### config.mk
export PLATFORM = sky130hd
export DESIGN_NAME = rf_controller
export DESIGN_NICKNAME = d
export VERILOG_FILES = /design/src/rtl/rf_controller.sv
export SDC_FILE = /design/constraint.sdc
export NUM_CORES = 1
export LEC_CHECK = 0
export CAP_MARGIN = 20
export CORE_MARGIN = 2
export CORE_UTILIZATION = 50
export DETAILED_ROUTE_END_ITERATION = 12
export PLACE_DENSITY = 0.77
export SLEW_MARGIN = 20
export SYNTH_ARGS = -nofsm -noshare
export SYNTH_HDL_FRONTEND = slang
export SYNTH_SLANG_ARGS = --single-unit
### constraint.sdc
create_clock -name CLOCK_50 -period 2.8 [get_ports CLOCK_50]
set_input_delay 0.28 -clock CLOCK_50 [delete_from_list [all_inputs] [get_ports CLOCK_50]]
set_output_delay 0.28 -clock CLOCK_50 [all_outputs]
set_load 0.02 [all_outputs]
### src/rtl/rf_controller.sv
// rf_controller: multi-cycle read/execute/write-back initiator for the 4x8 register file (optional saturating ADD/SUB under RF_CTRL_SAT_ARITH_EN)
module rf_controller #(
  parameter int DATA_W  = 8,
  parameter int RADDR_W = 2
) (
  input  logic               CLOCK_50,
  input  logic               reset,
  input  logic               instr_valid,
  output logic               instr_ready,
  input  logic [2:0]         op,
  input  logic [RADDR_W-1:0] rd,
  input  logic [RADDR_W-1:0] rs1,
  input  logic [RADDR_W-1:0] rs2,
  input  logic [DATA_W-1:0]  imm,
  output logic [RADDR_W-1:0] regA,
  output logic [RADDR_W-1:0] regB,
  input  logic [DATA_W-1:0]  dataA,
  input  logic [DATA_W-1:0]  dataB,
  output logic               RFWrite,
  output logic [RADDR_W-1:0] regW,
  output logic [DATA_W-1:0]  dataW,
  output logic               done,
  output logic               flag_z,
  output logic               flag_n,
  output logic               flag_c
);
  typedef enum logic [1:0] {IDLE, READ, EXEC, WRITE} state_t;
  state_t state, state_nxt;
  logic [2:0] op_q;
  logic [RADDR_W-1:0] rd_q;
  logic [DATA_W-1:0] imm_q, opa, opb, res;
  logic [DATA_W:0] sum, diff;
  logic c_res, accept;
  assign accept = instr_valid & instr_ready;
  assign sum = {1'b0, opa} + {1'b0, opb};
  assign diff = {1'b0, opa} - {1'b0, opb};
  // state register; reset aborts any in-flight instruction
  always_ff @(posedge CLOCK_50 or posedge reset)
    if (reset) state <= IDLE;
    else state <= state_nxt;
  // next state; LOAD skips the read phase; write strobes are decoded from state so reset drops them at once
  always_comb begin
    instr_ready = state == IDLE;
    RFWrite = state == WRITE;
    done = state == WRITE;
    state_nxt = state == IDLE ? (instr_valid ? (op == 3'd0 ? EXEC : READ) : IDLE) :
                state == READ ? EXEC :
                state == EXEC ? WRITE : IDLE;
  end
  // ALU; carry is the raw carry/borrow/shifted-out bit even when the result saturates
  always_comb begin
    res = op_q == 3'd0 ? imm_q :
          op_q == 3'd1 ? sum[DATA_W-1:0] :
          op_q == 3'd2 ? diff[DATA_W-1:0] :
          op_q == 3'd3 ? opa & opb :
          op_q == 3'd4 ? opa | opb :
          op_q == 3'd5 ? opa ^ opb :
          op_q == 3'd6 ? {opa[DATA_W-2:0], 1'b0} : opa;
    c_res = op_q == 3'd1 ? sum[DATA_W] :
            op_q == 3'd2 ? diff[DATA_W] :
            op_q == 3'd6 ? opa[DATA_W-1] : 1'b0;
`ifdef RF_CTRL_SAT_ARITH_EN
    if (op_q == 3'd1 && c_res) res = '1;
    if (op_q == 3'd2 && c_res) res = '0;
`endif
  end
  // datapath: latch instruction on accept, capture operands in READ, register result and flags in EXEC
  always_ff @(posedge CLOCK_50 or posedge reset)
    if (reset) begin
      op_q <= '0;
      rd_q <= '0;
      imm_q <= '0;
      opa <= '0;
      opb <= '0;
      regA <= '0;
      regB <= '0;
      regW <= '0;
      dataW <= '0;
      flag_z <= 1'b0;
      flag_n <= 1'b0;
      flag_c <= 1'b0;
    end else begin
      if (accept) begin
        op_q <= op;
        rd_q <= rd;
        imm_q <= imm;
        if (op != 3'd0) begin
          regA <= rs1;
          regB <= rs2;
        end
      end
      if (state == READ) begin
        opa <= dataA;
        opb <= dataB;
      end
      if (state == EXEC) begin
        dataW <= res;
        regW <= rd_q;
        flag_z <= res == '0;
        flag_n <= res[DATA_W-1];
        flag_c <= c_res;
      end
    end
endmodule

* Yosys cells after proc, flatten, opt, wreduce, memory -nomap -nowiden *
Cells that the tools add are included.

storage, ports and cells
  register bits = 48
  bits in latches = 0
  memory bits (writable) = 0
  memory bits (read-only) = 0
  input bits = 36
  output and inout port bits = 20
  logic and storage cells = 49
  memories = 0

cells by class
  add/sub/neg operators = 2
  multipliers = 0
  divide/modulo/power cells = 0
  $lt $le $gt $ge = 0
  equality and inequality tests = 9
  shift operators = 0
  multiplexer cells = 15
  bitwise operators = 4
  reductions and logical operators = 6

operator list
  cell                  number
  $mux W8               7
  $mux W2               5
  $add A8 B8 Y9         1
  $eq A3 B3 Y1 const B  3
  $sub A8 B8 Y9         1
  $and A8 B8 Y8         1
  $logic_not A8 Y1      1
  $or A8 B8 Y8          1
  $xor A8 B8 Y8         1
  $eq A3 B2 Y1 const B  2
  $logic_not A3 Y1      2
  $eq A2 B2 Y1 const B  2
  $eq A3 B1 Y1 const B  1
  $mux W1               3
  $reduce_bool A3 Y1    1
  $eq A2 B1 Y1 const B  1
  $logic_not A2 Y1      1
  $reduce_and A2 Y1     1
  $and A1 B1 Y1         1

* Depth between registers and ports, before layout *
Gate-level depths: netlist of run 1.

  depth in word-level cells = 9
  mapped depth = 10
  gate-level depth less buffers = 10

* Least setup slack after synthesis of run 1 *
No wires, ideal clock.

  path kind = reg-to-reg
  from = reg opa[0]
  to = reg flag_z
  setup time = 96 ps
  data arrival time = 2433 ps
  data required time = 2704 ps
  path slack = 271 ps
  cell stages (with the launch flop) = 11
  buffers on the path = 0
  clock period less this slack = 2529 ps
  path through = dfrtp_1 inv_1 ha_1 fa_1 xor2_1 a221o_1 a221oi_1 o22a_2 nand3_2 a211o_1 o32ai_2

on the way
  word-level cells in the longest chain between the ends = 8
  elaborated cells between the ends (all ways) = 13
  those cells by class = add/sub: 2; mux: 7; bitwise: 3; reduce/logical: 1

RTL lines
  element                                                                RTL line  text
  from (decl)                                                            31        logic [DATA_W-1:0] imm_q, opa, opb, res;
  from (signal assigned)                                                 93        opa <= dataA;
  parallel branches: the longest is 5 deep, another holds $sub A8 B8 Y9  --
  $mux W8 (*)                                                            53        op_q == 3'd1 ? sum[DATA_W-1:0] :
  $mux W8 (*)                                                            52        res = op_q == 3'd0 ? imm_q :
  $logic_not A8 Y1 (*)                                                   99        flag_z <= res == '0;
  to (signal assigned)                                                   79        flag_z <= 1'b0;
  to (signal assigned)                                                   99
  to (decl)                                                              23        output logic flag_z,

Mark *: on every way between the ends.
A chain may end at the register's enable or synchronous reset.

* Final worst setup path of run 1 *
  from = reg opb[0]
  to = reg flag_z

on the way
  word-level cells in the longest chain between the ends = 8
  elaborated cells between the ends (all ways) = 12
  those cells by class = add/sub: 2; mux: 6; bitwise: 3; reduce/logical: 1

RTL lines
  element                                                                RTL line  text
  from (decl)                                                            31
  from (signal assigned)                                                 94        opb <= dataB;
  parallel branches: the longest is 5 deep, another holds $sub A8 B8 Y9  --
  $mux W8 (*)                                                            53
  $mux W8 (*)                                                            52
  $logic_not A8 Y1 (*)                                                   99

Marked as above.

==> impl_results.md, run 1 <==
* Pwr Density at between 1000 and 1500 mW/mm^2
* Final wirelength at a little over 8000 um
* Max Slew Vio Count at 0
* Yosys warnings at 0
* Power Total at 5.61 mW
* Hpwl dp at 6140 um
* Site Rows at 30
* Port Buffers at between 50 and 60
* Root Buffer: clkbuf_8
* Num CTS Buffers at 5
* Worst path arrival time at approximately 2.9 ns
* Core area at around 0.0067 mm^2
* Total Nets Final at 489
* Chip width at roughly 86 um
* Die area at approximately 0.0075 mm^2
* GRT overflow at 0
* Slew @ Worst Pin at between 0.6 and 0.7 ns
* Fin crit period at 2.66 ns
* Initial antenna violation count at 0
* CTS Sinks at 47
* DRT Pass-1 Iters at 4
* Net Count, Synth at between 400 and 500
* Sequential fraction of the synthesis area at 34.6%
* Fmax at 0.376 GHz
* Max Cap Viol at 0
* Reg2Reg Setup Slack at roughly 0.14 ns
* Worst-skew pair later-pin latency at just over 0.3 ns
* GRT Total Usage at ~23%
* Most frequent cell after synthesis: dfrtp_1
* DR iter-0 viols at 160
* Vias at 2861
* Per-cell routed wire length at 16.1 um
* Routed Antenna Nets at 0
* Post-route DRC at 0
* Critical Path RT at 3.02 ns
* Dominant synthesized flop cell: dfrtp_1
* Top cells by area, synth: dfrtp_1 (35%), ha_1 (11%), mux2_2 (9.0%)
* Outcome: finished, final reports clean
* M1 WL at 3630 um
* CP Class: reg2reg
* Syn Inst Count at roughly 370
* Synth unique cells at 61
* RSZ-0062 raised after global routing: false
* Peak VDD IR at 0.000705 V
* Period utilization at around 95%
* P_leak at 1.78 nW
* Relative slew slack at between 50% and 60%
* Total negative setup slack at 0 ns
* Filler cells at between 600 and 700
* Post-synth top cells: dfrtp_1 (47), inv_1 (36), o21ai_0 (33)
* Count of final hold-check violations at 0
* Htree depth at 2
* Highest routed layer: met4
* Starting Density at 50.8%
* IO Pins at 56
* Final Hold Slack at 0.428 ns
* Layout cells sized above 1 at 16.6%
* CP Capture Type: register
* Height of the die at 86.4 um
* Setup Viol. Count Final at 0
* Hold Crit Class: in2async
* Area leader, netlist: dfrtp_1
* Final core occ at between 60 and 70%
* First-pass GRT wire length at 13500 um
* Worst-path clk slew at roughly 0.10 ns
* R2R depth at 9
* WL met3 at 364 um
* Worst setup SP type: register
* Bufs on Longest Clock Path at 2
* GPL Wtd Cong at between 0.9 and 1
* Mapped Avg Cell Area at between 9 and 10 um^2
* Mapped cell area at between 0.003 and 0.004 mm^2
* Vias in the first global route at 2823
* Clock Skew at just over 0.008 ns
* # hold bufs at CTS at 0
* Max FO, Critical Path at 4
* Largest net degree at the start of global routing at 48
* Area Growth Syn to Fin at 22.3%
* Drt via density at between 5 and 6
* Seq cells post-synth at 47
* Routed wire length on met2 at 3980 um
* Asr flop ratio synth at 100%
* Yosys top cell area share at 34.6%
* Ant diodes at 0
* CTS tree: built
* Number of enable flip-flop cells after synthesis at 0
worst paths after layout:
| path | from | to |
|---|---|---|
| hold / removal | reset | opa[1]$_DFFE_PP0N_ |
| max in group asynchronous | reset | imm_q[3]$_DFFE_PP0P_ |
| setup reg to reg | opb[0]$_DFFE_PP0N_ | flag_z$_DFFE_PP0N_ |
| min in group CLOCK_50 | regW[0]$_DFFE_PP0N_ | regW[0]$_DFFE_PP0N_ |
| hold reg to reg | regW[0]$_DFFE_PP0N_ | regW[0]$_DFFE_PP0N_ |
| setup / recovery | opb[0]$_DFFE_PP0N_ | flag_z$_DFFE_PP0N_ |
final cells by class:
cell class	count	area (um^2)	share of cell area [%]
sequential	47	1180	28.3
tap	80	100	2.41
clock inverter	3	27.5	0.663
clock buffer	5	68.8	1.66
multi-input combinational	259	1970	47.4
inverter	37	139	3.35
timing repair buffer	71	671	16.2
repair_timing:
action                                  CTS  global route
endpoints found under the setup margin    0             1
buffers inserted                          0             1
gates resized for setup                   0             7
kinds of logic after synthesis:
kind of cell             synth area share (%)
XOR/XNOR                                 1.55
flip-flops                               34.6
AO/OA/AOI/OAI                            19.1
multiplexers                             11.8
adder cells (fa/ha/maj)                  12.2
AND/OR/NAND/NOR                          12.5
buffers and inverters                    8.18
metal layers:
layer | up-vias | track usage (%)
li1 | 1388 | -
met1 | 1380 | 29.4
met2 | 83 | 39.4
met3 | 10 | 4.10
met4 | 0 | 5.82
met5 | - | 0
power breakdown:
part	internal, mW	switching, mW	leakage, nW
Combinational	1.75	2.12	1.17
Clock	0.186	0.264	0.0467
Sequential	1.01	0.277	0.568
Total	2.94	2.66	1.78
placed cells by master, fill, tap and decap left out, drive strengths merged, types with 2 or more instances in the layout:
| cell type | n |
|---|---|
| nor3 | 12 |
| nor2 | 14 |
| xnor2 | 4 |
| xor2 | 2 |
| a221oi | 5 |
| o21ai | 33 |
| or2 | 3 |
| dfrtp | 47 |
| nor4 | 3 |
| o22ai | 3 |
| ha | 30 |
| clkdlybuf4s50 | 55 |
| o21a | 2 |
| buf | 16 |
| mux2i | 8 |
| o31ai | 3 |
| nand2 | 31 |
| clkbuf | 5 |
| a22o | 3 |
| fa | 2 |
| o21bai | 2 |
| a21oi | 20 |
| nand2b | 2 |
| mux2 | 28 |
| a22oi | 2 |
| nor2b | 7 |
| or3 | 2 |
| and3 | 2 |
| inv | 39 |
| o211ai | 4 |
| nand3 | 4 |
| and2 | 2 |
| a21boi | 2 |
| o311ai | 4 |
sequential cells by signal (all words and copies together), names as in the netlist, 3 cells and up:
signal	cells
op_q	3
imm_q	8
opb	8
opa	8
dataW	8
metrics by stage:
stage / instances / setup WS, ns / instance area (um^2)
after global placement: 493 / 0.116 / 4020
after CTS: 501 / 0.0564 / 4120
after floorplan: 368 / 0.271 / 3390
after detailed placement: 493 / 0.0954 / 4020
final: 502 / 0.139 / 4150
after global routing: 502 / 0.00119 / 4150
worst max-delay path, cell delays in order, from the launching register on:
cell	delay [ns]
dfrtp_1	0.43
ha_1	0.21
fa_1	0.42
xor2_1	0.16
a221o_1	0.31
a221oi_2	0.28
o22a_2	0.19
nand3_2	0.06
a211o_1	0.25
o32ai_2	0.25
Note: power is estimated with default switching activity, not from simulation.
==> run 2: changes to the inputs <==
--- a/config.mk
+++ b/config.mk
@@ -6,11 +6,14 @@
 export NUM_CORES = 1
 export LEC_CHECK = 0
 export CAP_MARGIN = 20
+export CORE_ASPECT_RATIO = 0.8
 export CORE_MARGIN = 2
 export CORE_UTILIZATION = 50
 export DETAILED_ROUTE_END_ITERATION = 12
+export HOLD_SLACK_MARGIN = 0.08
 export PLACE_DENSITY = 0.77
 export SLEW_MARGIN = 20
 export SYNTH_ARGS = -nofsm -noshare
 export SYNTH_HDL_FRONTEND = slang
 export SYNTH_SLANG_ARGS = --single-unit
+export TNS_END_PERCENT = 100
==> impl_results.md, run 2 (synthesized netlist as in run 1, its figures left out) <==
* Max Slew Vio Count at 0 (unchanged)
* DP Area at 0.00402 mm^2 (+0.12%)
* First-pass GRT wire length at 13600 um (+0.61%)
* Worst-skew pair later-pin latency at 0.30 ns (about the same)
* Drt via density at 5.77 (+1.3%)
* Per-cell routed wire length at 16.6 um (+3.1%)
* DRT Pass-1 Iters at 5 (+1)
* Peak VDD IR at 0.000627 V (-11%)
* CP Capture Type: register
* Capturing point of the worst reg2reg path: flag_z$_DFFE_PP0N_
* CP Cell Sequence: inv_2, ha_1, fa_2, xor2_1, a221o_1, a221oi_2, o22a_2, nand3_2, a211o_1, o32ai_2
* Setup Viol. Count Final at 0 (unchanged)
* Footprint of the multi-input gates at 0.00197 mm^2 (+0.25%)
* Root Buffer: clkbuf_8
* Worst setup SP type: register
* Die area at 0.00747 mm^2 (about the same)
* Ant diodes at 0 (unchanged)
* Reg area at 0.00118 mm^2 (unchanged)
* Slew @ Worst Pin at 0.818 ns (+0.192 ns)
* Clock Skew at 0.00880 ns (+0.000726 ns)
* R2R depth at 10 (+1)
* CTS Sinks at 47 (unchanged)
* Non-Filler Instances at 506 (+0.80%)
* CTS tree: built
* GRT overflow at 0 (unchanged)
* Final Hold Slack at 0.424 ns (-0.00420 ns)
* Htree depth at 2 (unchanged)
* Top delay family on crit path: compound AO/OA/AOI/OAI gates
* P_leak at 1.79 nW (+0.34%)
* RSZ-0062 raised after global routing: false
* Design area at 0.00418 mm^2 (+0.72%)
* Fin crit period at 2.61 ns (-0.0477 ns)
* Hold Crit Class: in2async
* Total negative setup slack at 0 ns (unchanged)
* Site Rows at 26 (-13%)
* Hpwl dp at 6410 um (+4.3%)
* Outcome: finished, final reports clean
* Final wirelength at 8410 um (+3.9%)
* Port Buffers at 55 (unchanged)
* IO Pins at 56 (unchanged)
* Num CTS Buffers at 5 (unchanged)
* Final core occ at 64.6% (+2.5 points)
* Count of final hold-check violations at 0 (unchanged)
* Chip width at 96.1 um (+11%)
* Worst path depth at 10 (+1)
* R2r startpoint: opa[0]$_DFFE_PP0N_
* Placement Setup Slack at 0.0438 ns (-0.0515 ns)
* Initial antenna violation count at 0 (unchanged)
* Fmax at 0.383 GHz (+1.8%)
* Post-route DRC at 0 (unchanged)
* Starting Density at 52.4% (+1.6 points)
* GPL Wtd Cong at 0.922 (-0.83%)
* Worst path arrival time at 2.83 ns (-0.05 ns)
* Slowest CP cell: dfrtp_1
* Crit path largest cell delay at 0.42 ns (about the same)
* Reg2Reg Setup Slack at 0.19 ns (+0.05 ns)
* Routed Antenna Nets at 0 (unchanged)
* Vias in the first global route at 2805 (-0.64%)
* Vias at 2921 (+2.1%)
* Area Growth Syn to Fin at 23.1%
* Total Nets Final at 489 (unchanged)
* Layout cells sized above 1 at 17.3% (+0.71 points)
* DR iter-0 viols at 172 (+7.5%)
* Period utilization at 93.3% (-1.7 points)
* Most common cell after layout, fill and taps aside: clkdlybuf4s50_1
* # hold bufs at CTS at 0 (unchanged)
* Relative slew slack at 45.5% (-13 points)
* Placed cells at 497 (+0.81%)
* Largest net degree at the start of global routing at 48 (unchanged)
* Max FO, Critical Path at 4 (unchanged)
* Height of the die at 77.7 um (-10%)
* Max Cap Viol at 0 (unchanged)
* Most frequent cells in the layout: clkdlybuf4s50_1 (55), dfrtp_1 (47), inv_1 (34)
* Bufs on Longest Clock Path at 2 (unchanged)
* Worst-path clk slew at 0.10 ns (about the same)
* Pwr Density at 1360 mW/mm^2 (+0.87%)
* Power Total at 5.70 mW (+1.6%)
* Setup ws final at 0.187 ns (+0.0477 ns)
* Core area at 0.00647 mm^2 (-3.1%)
* Filler cells at 555 (-9.5%)
* Critical Path RT at 3.02 ns (about the same)
* GRT Total Usage at 23.6% (+0.81 points)
* Critical path buffers and inverters at 1 (+1)
* CP Class: reg2reg
## run 2: cell count changes in the layout (fill, tap and decap cells not counted), sizes merged
cell and change:
clkinv +1, bufinv +1, inv -2
## run 2: worst max-delay path by stage
stage	slack, ns	endpoint	from
floorplan	0.27	flag_z$_DFFE_PP0N_	opa[0]$_DFFE_PP0N_
global placement	0.07	flag_z$_DFFE_PP0N_	opa[0]$_DFFE_PP0N_
detailed placement	0.04	flag_z$_DFFE_PP0N_	opa[0]$_DFFE_PP0N_
CTS	0.01	flag_z$_DFFE_PP0N_	opa[0]$_DFFE_PP0N_
global route	0.02	flag_z$_DFFE_PP0N_	opb[1]$_DFFE_PP0N_
finish	0.19	flag_z$_DFFE_PP0N_	opa[0]$_DFFE_PP0N_
## run 2: cell type report
| type | instances | share of cell area (%) |
|---|---|---|
| timing repair buffer | 71 | 16.0 |
| clock buffer | 5 | 1.65 |
| sequential | 47 | 28.1 |
| inverter | 37 | 3.35 |
| clock inverter | 3 | 1.11 |
| multi-input combinational | 259 | 47.2 |
| tap | 84 | 2.51 |
## run 2: power by group
part | leakage (nW) | switching [mW] | internal, mW
combinational | 1.17 | 2.12 | 1.75
sequential | 0.568 | 0.295 | 1.01
clock | 0.0548 | 0.254 | 0.269
## run 2: metal layers
| metal | global-route usage, % | vias to the layer above | part of all wire (%) |
|---|---|---|---|
| met1 | 32.7 | 1428 | 46 |
| met4 | 5.29 | 0 | 1.2 |
| met2 | 37.7 | 92 | 47 |
| li1 | - | 1391 | - |
| met3 | 4.95 | 10 | 5.7 |
| met5 | 0 | - | 0 |
## run 2: timing repair
item                                    in CTS  in global routing
endpoints found under the setup margin       0                  1
endpoints found under the hold margin        0                  0
buffers inserted                             0                  1
resized for setup                            0                  9
==> run 3: changes to the inputs <==
--- a/config.mk
+++ b/config.mk
@@ -8,10 +8,10 @@
 export CAP_MARGIN = 20
 export CORE_ASPECT_RATIO = 0.8
 export CORE_MARGIN = 2
-export CORE_UTILIZATION = 50
+export CORE_UTILIZATION = 35
 export DETAILED_ROUTE_END_ITERATION = 12
 export HOLD_SLACK_MARGIN = 0.08
-export PLACE_DENSITY = 0.77
+export PLACE_DENSITY = 0.57
 export SLEW_MARGIN = 20
 export SYNTH_ARGS = -nofsm -noshare
 export SYNTH_HDL_FRONTEND = slang
==> impl_results.md, run 3 (synthesized netlist as in run 1, its figures left out) <==
* CP Capture Type: register
* Max Slew Vio Count at 0 (unchanged)
* Ant diodes at 0 (unchanged)
* Fmax at 0.375 GHz (-2.0%)
* Final wirelength at 8550 um (+1.7%)
* Setup Viol. Count Final at 0 (unchanged)
* Most common cell after layout, fill and taps aside: clkdlybuf4s50_1
* GRT Total Usage at 17.2% (-6.4 points)
* Placed cells at 531 (+6.8%)
* Vias in the first global route at 2830 (+0.89%)
* CTS tree: built
* Non-Filler Instances at 540 (+6.7%)
* Worst setup SP type: register
* Core area at 0.00953 mm^2 (+47%)
* Capturing point of the worst reg2reg path: flag_z$_DFFE_PP0N_
* Setup ws final at 0.133 ns (-0.0539 ns)
* Max Cap Viol at 0 (unchanged)
* Peak VDD IR at 0.000555 V (-12%)
* P_leak at 1.83 nW (+2.0%)
* Design area at 0.00427 mm^2 (+2.2%)
* Critical Path RT at 3.00 ns (-0.02 ns)
* DP Area at 0.00407 mm^2 (+1.2%)
* Reg2Reg Setup Slack at 0.13 ns (-0.05 ns)
* IO Pins at 56 (unchanged)
* DR iter-0 viols at 165 (-4.1%)
* Die area at 0.0105 mm^2 (+41%)
* Max FO, Critical Path at 4 (unchanged)
* Initial antenna violation count at 0 (unchanged)
* Per-cell routed wire length at 15.8 um (-4.7%)
* GRT overflow at 0 (unchanged)
* Chip width at 114 um (+19%)
* Final core occ at 44.8% (-20 points)
* Site Rows at 32 (+23%)
* R2r startpoint: opa[0]$_DFFE_PP0N_
* Num CTS Buffers at 5 (unchanged)
* Placement Setup Slack at -0.0169 ns (-0.0607 ns)
* Pwr Density at 1360 mW/mm^2 (+0.10%)
* Starting Density at 35.6% (-17 points)
* Count of final hold-check violations at 0 (unchanged)
* GPL Wtd Cong at 0.863 (-6.5%)
* Hpwl dp at 6460 um (+0.77%)
* Height of the die at 92.1 um (+19%)
* Layout cells sized above 1 at 15.7% (-1.6 points)
* CP Class: reg2reg
* Hold Crit Class: in2async
* Worst-skew pair later-pin latency at 0.30 ns (about the same)
* Bufs on Longest Clock Path at 2 (unchanged)
* Vias at 2809 (-3.8%)
* Area Growth Syn to Fin at 25.9%
* RSZ-0062 raised after global routing: false
* CTS Sinks at 47 (unchanged)
* R2R depth at 10 (unchanged)
* Outcome: finished, final reports clean
* Clock Skew at 0.00904 ns (+0.000239 ns)
* Worst-path clk slew at 0.07 ns (-0.03 ns)
* Routed Antenna Nets at 0 (unchanged)
* Slew @ Worst Pin at 0.688 ns (-0.130 ns)
* Period utilization at 95.2% (+1.9 points)
* DRT Pass-1 Iters at 4 (-1)
* Relative slew slack at 54.0% (+8.6 points)
* Htree depth at 2 (unchanged)
* Fin crit period at 2.67 ns (+0.0539 ns)
* Post-route DRC at 0 (unchanged)
* Drt via density at 5.20 (-9.9%)
* Port Buffers at 55 (unchanged)
* Total Nets Final at 488 (-0.20%)
* Most frequent cells in the layout: clkdlybuf4s50_1 (55), dfrtp_1 (47), inv_1 (35)
* Largest net degree at the start of global routing at 48 (unchanged)
* Root Buffer: clkbuf_16
* Worst path arrival time at 2.86 ns (+0.03 ns)
* First-pass GRT wire length at 14300 um (+4.9%)
==> run 3: cell types whose count changed in the layout (fill, tap and decap cells not counted), sizes merged <==
cell,before,now
buf,16,15
clkbuf,5,6
clkinv,1,0
clkinvlp,1,0
inv,37,38
==> run 3: final cells by class <==
cell class / count / area [um^2]
tap: 119 / 149
clock inverter: 2 / 38.8
inverter: 37 / 139
timing repair buffer: 70 / 676
fill: 976 / 5260
multi-input combinational: 259 / 1960
clock buffer: 6 / 139
sequential: 47 / 1180
==> run 3: repair_timing <==
item	in CTS	in global routing
gates cloned	0	0
gates resized for setup	1	3
endpoints found under the setup margin	1	1
hold buffers	0	0
setup buffers	0	1
pin swaps	0	1
==> run 3: how the worst max path moves through the flow <==
| stage | end | from | cells past startpoint |
|---|---|---|---|
| 2_1_floorplan | flag_z$_DFFE_PP0N_ | opa[0]$_DFFE_PP0N_ | 10 |
| 3_3_place_gp | flag_z$_DFFE_PP0N_ | opa[0]$_DFFE_PP0N_ | 10 |
| 3_5_place_dp | flag_z$_DFFE_PP0N_ | opa[0]$_DFFE_PP0N_ | 10 |
| 4_1_cts | flag_z$_DFFE_PP0N_ | opa[0]$_DFFE_PP0N_ | 10 |
| 5_1_grt | flag_z$_DFFE_PP0N_ | opb[2]$_DFFE_PP0N_ | 9 |
| 6_report | flag_z$_DFFE_PP0N_ | opa[0]$_DFFE_PP0N_ | 10 |
==> run 3: report_power, final <==
| group | leakage, nW | total, mW | internal (mW) | switching, mW |
|---|---|---|---|---|
| registers | 0.568 | 1.31 | 1.01 | 0.295 |
| logic | 1.17 | 3.80 | 1.72 | 2.08 |
| clock network | 0.0875 | 0.719 | 0.449 | 0.270 |
==> run 3: through the flow <==
step	power [mW]	hold slack, ns	TNS [ns]
2_1_floorplan	3.97	0.397	0
3_5_place_dp	5.06	0.491	-0.0169
3_3_place_gp	5.03	0.482	0
4_1_cts	5.83	0.491	0
5_1_grt	6.37	0.525	0
6_report	5.83	0.453	0
==> run 3: worst max-delay path, stage by stage, from the launching register on <==
cell and delay [ns]:
dfrtp_1 0.38, inv_1 0.07, ha_1 0.22, fa_2 0.37, xor2_1 0.15, a221o_1 0.31
a221oi_2 0.26, o22a_2 0.19, nand3_2 0.05, a211o_1 0.30, o32ai_2 0.26
==> run 3: metal layers <==
metal  wire, um  vias to the layer above  global-route usage, %
met4         78                        0                   3.66
met2       3770                       75                   26.3
li1           -                     1390                      -
met1       4270                     1334                   25.0
met5          0                        -                      0
met3        432                       10                   3.50
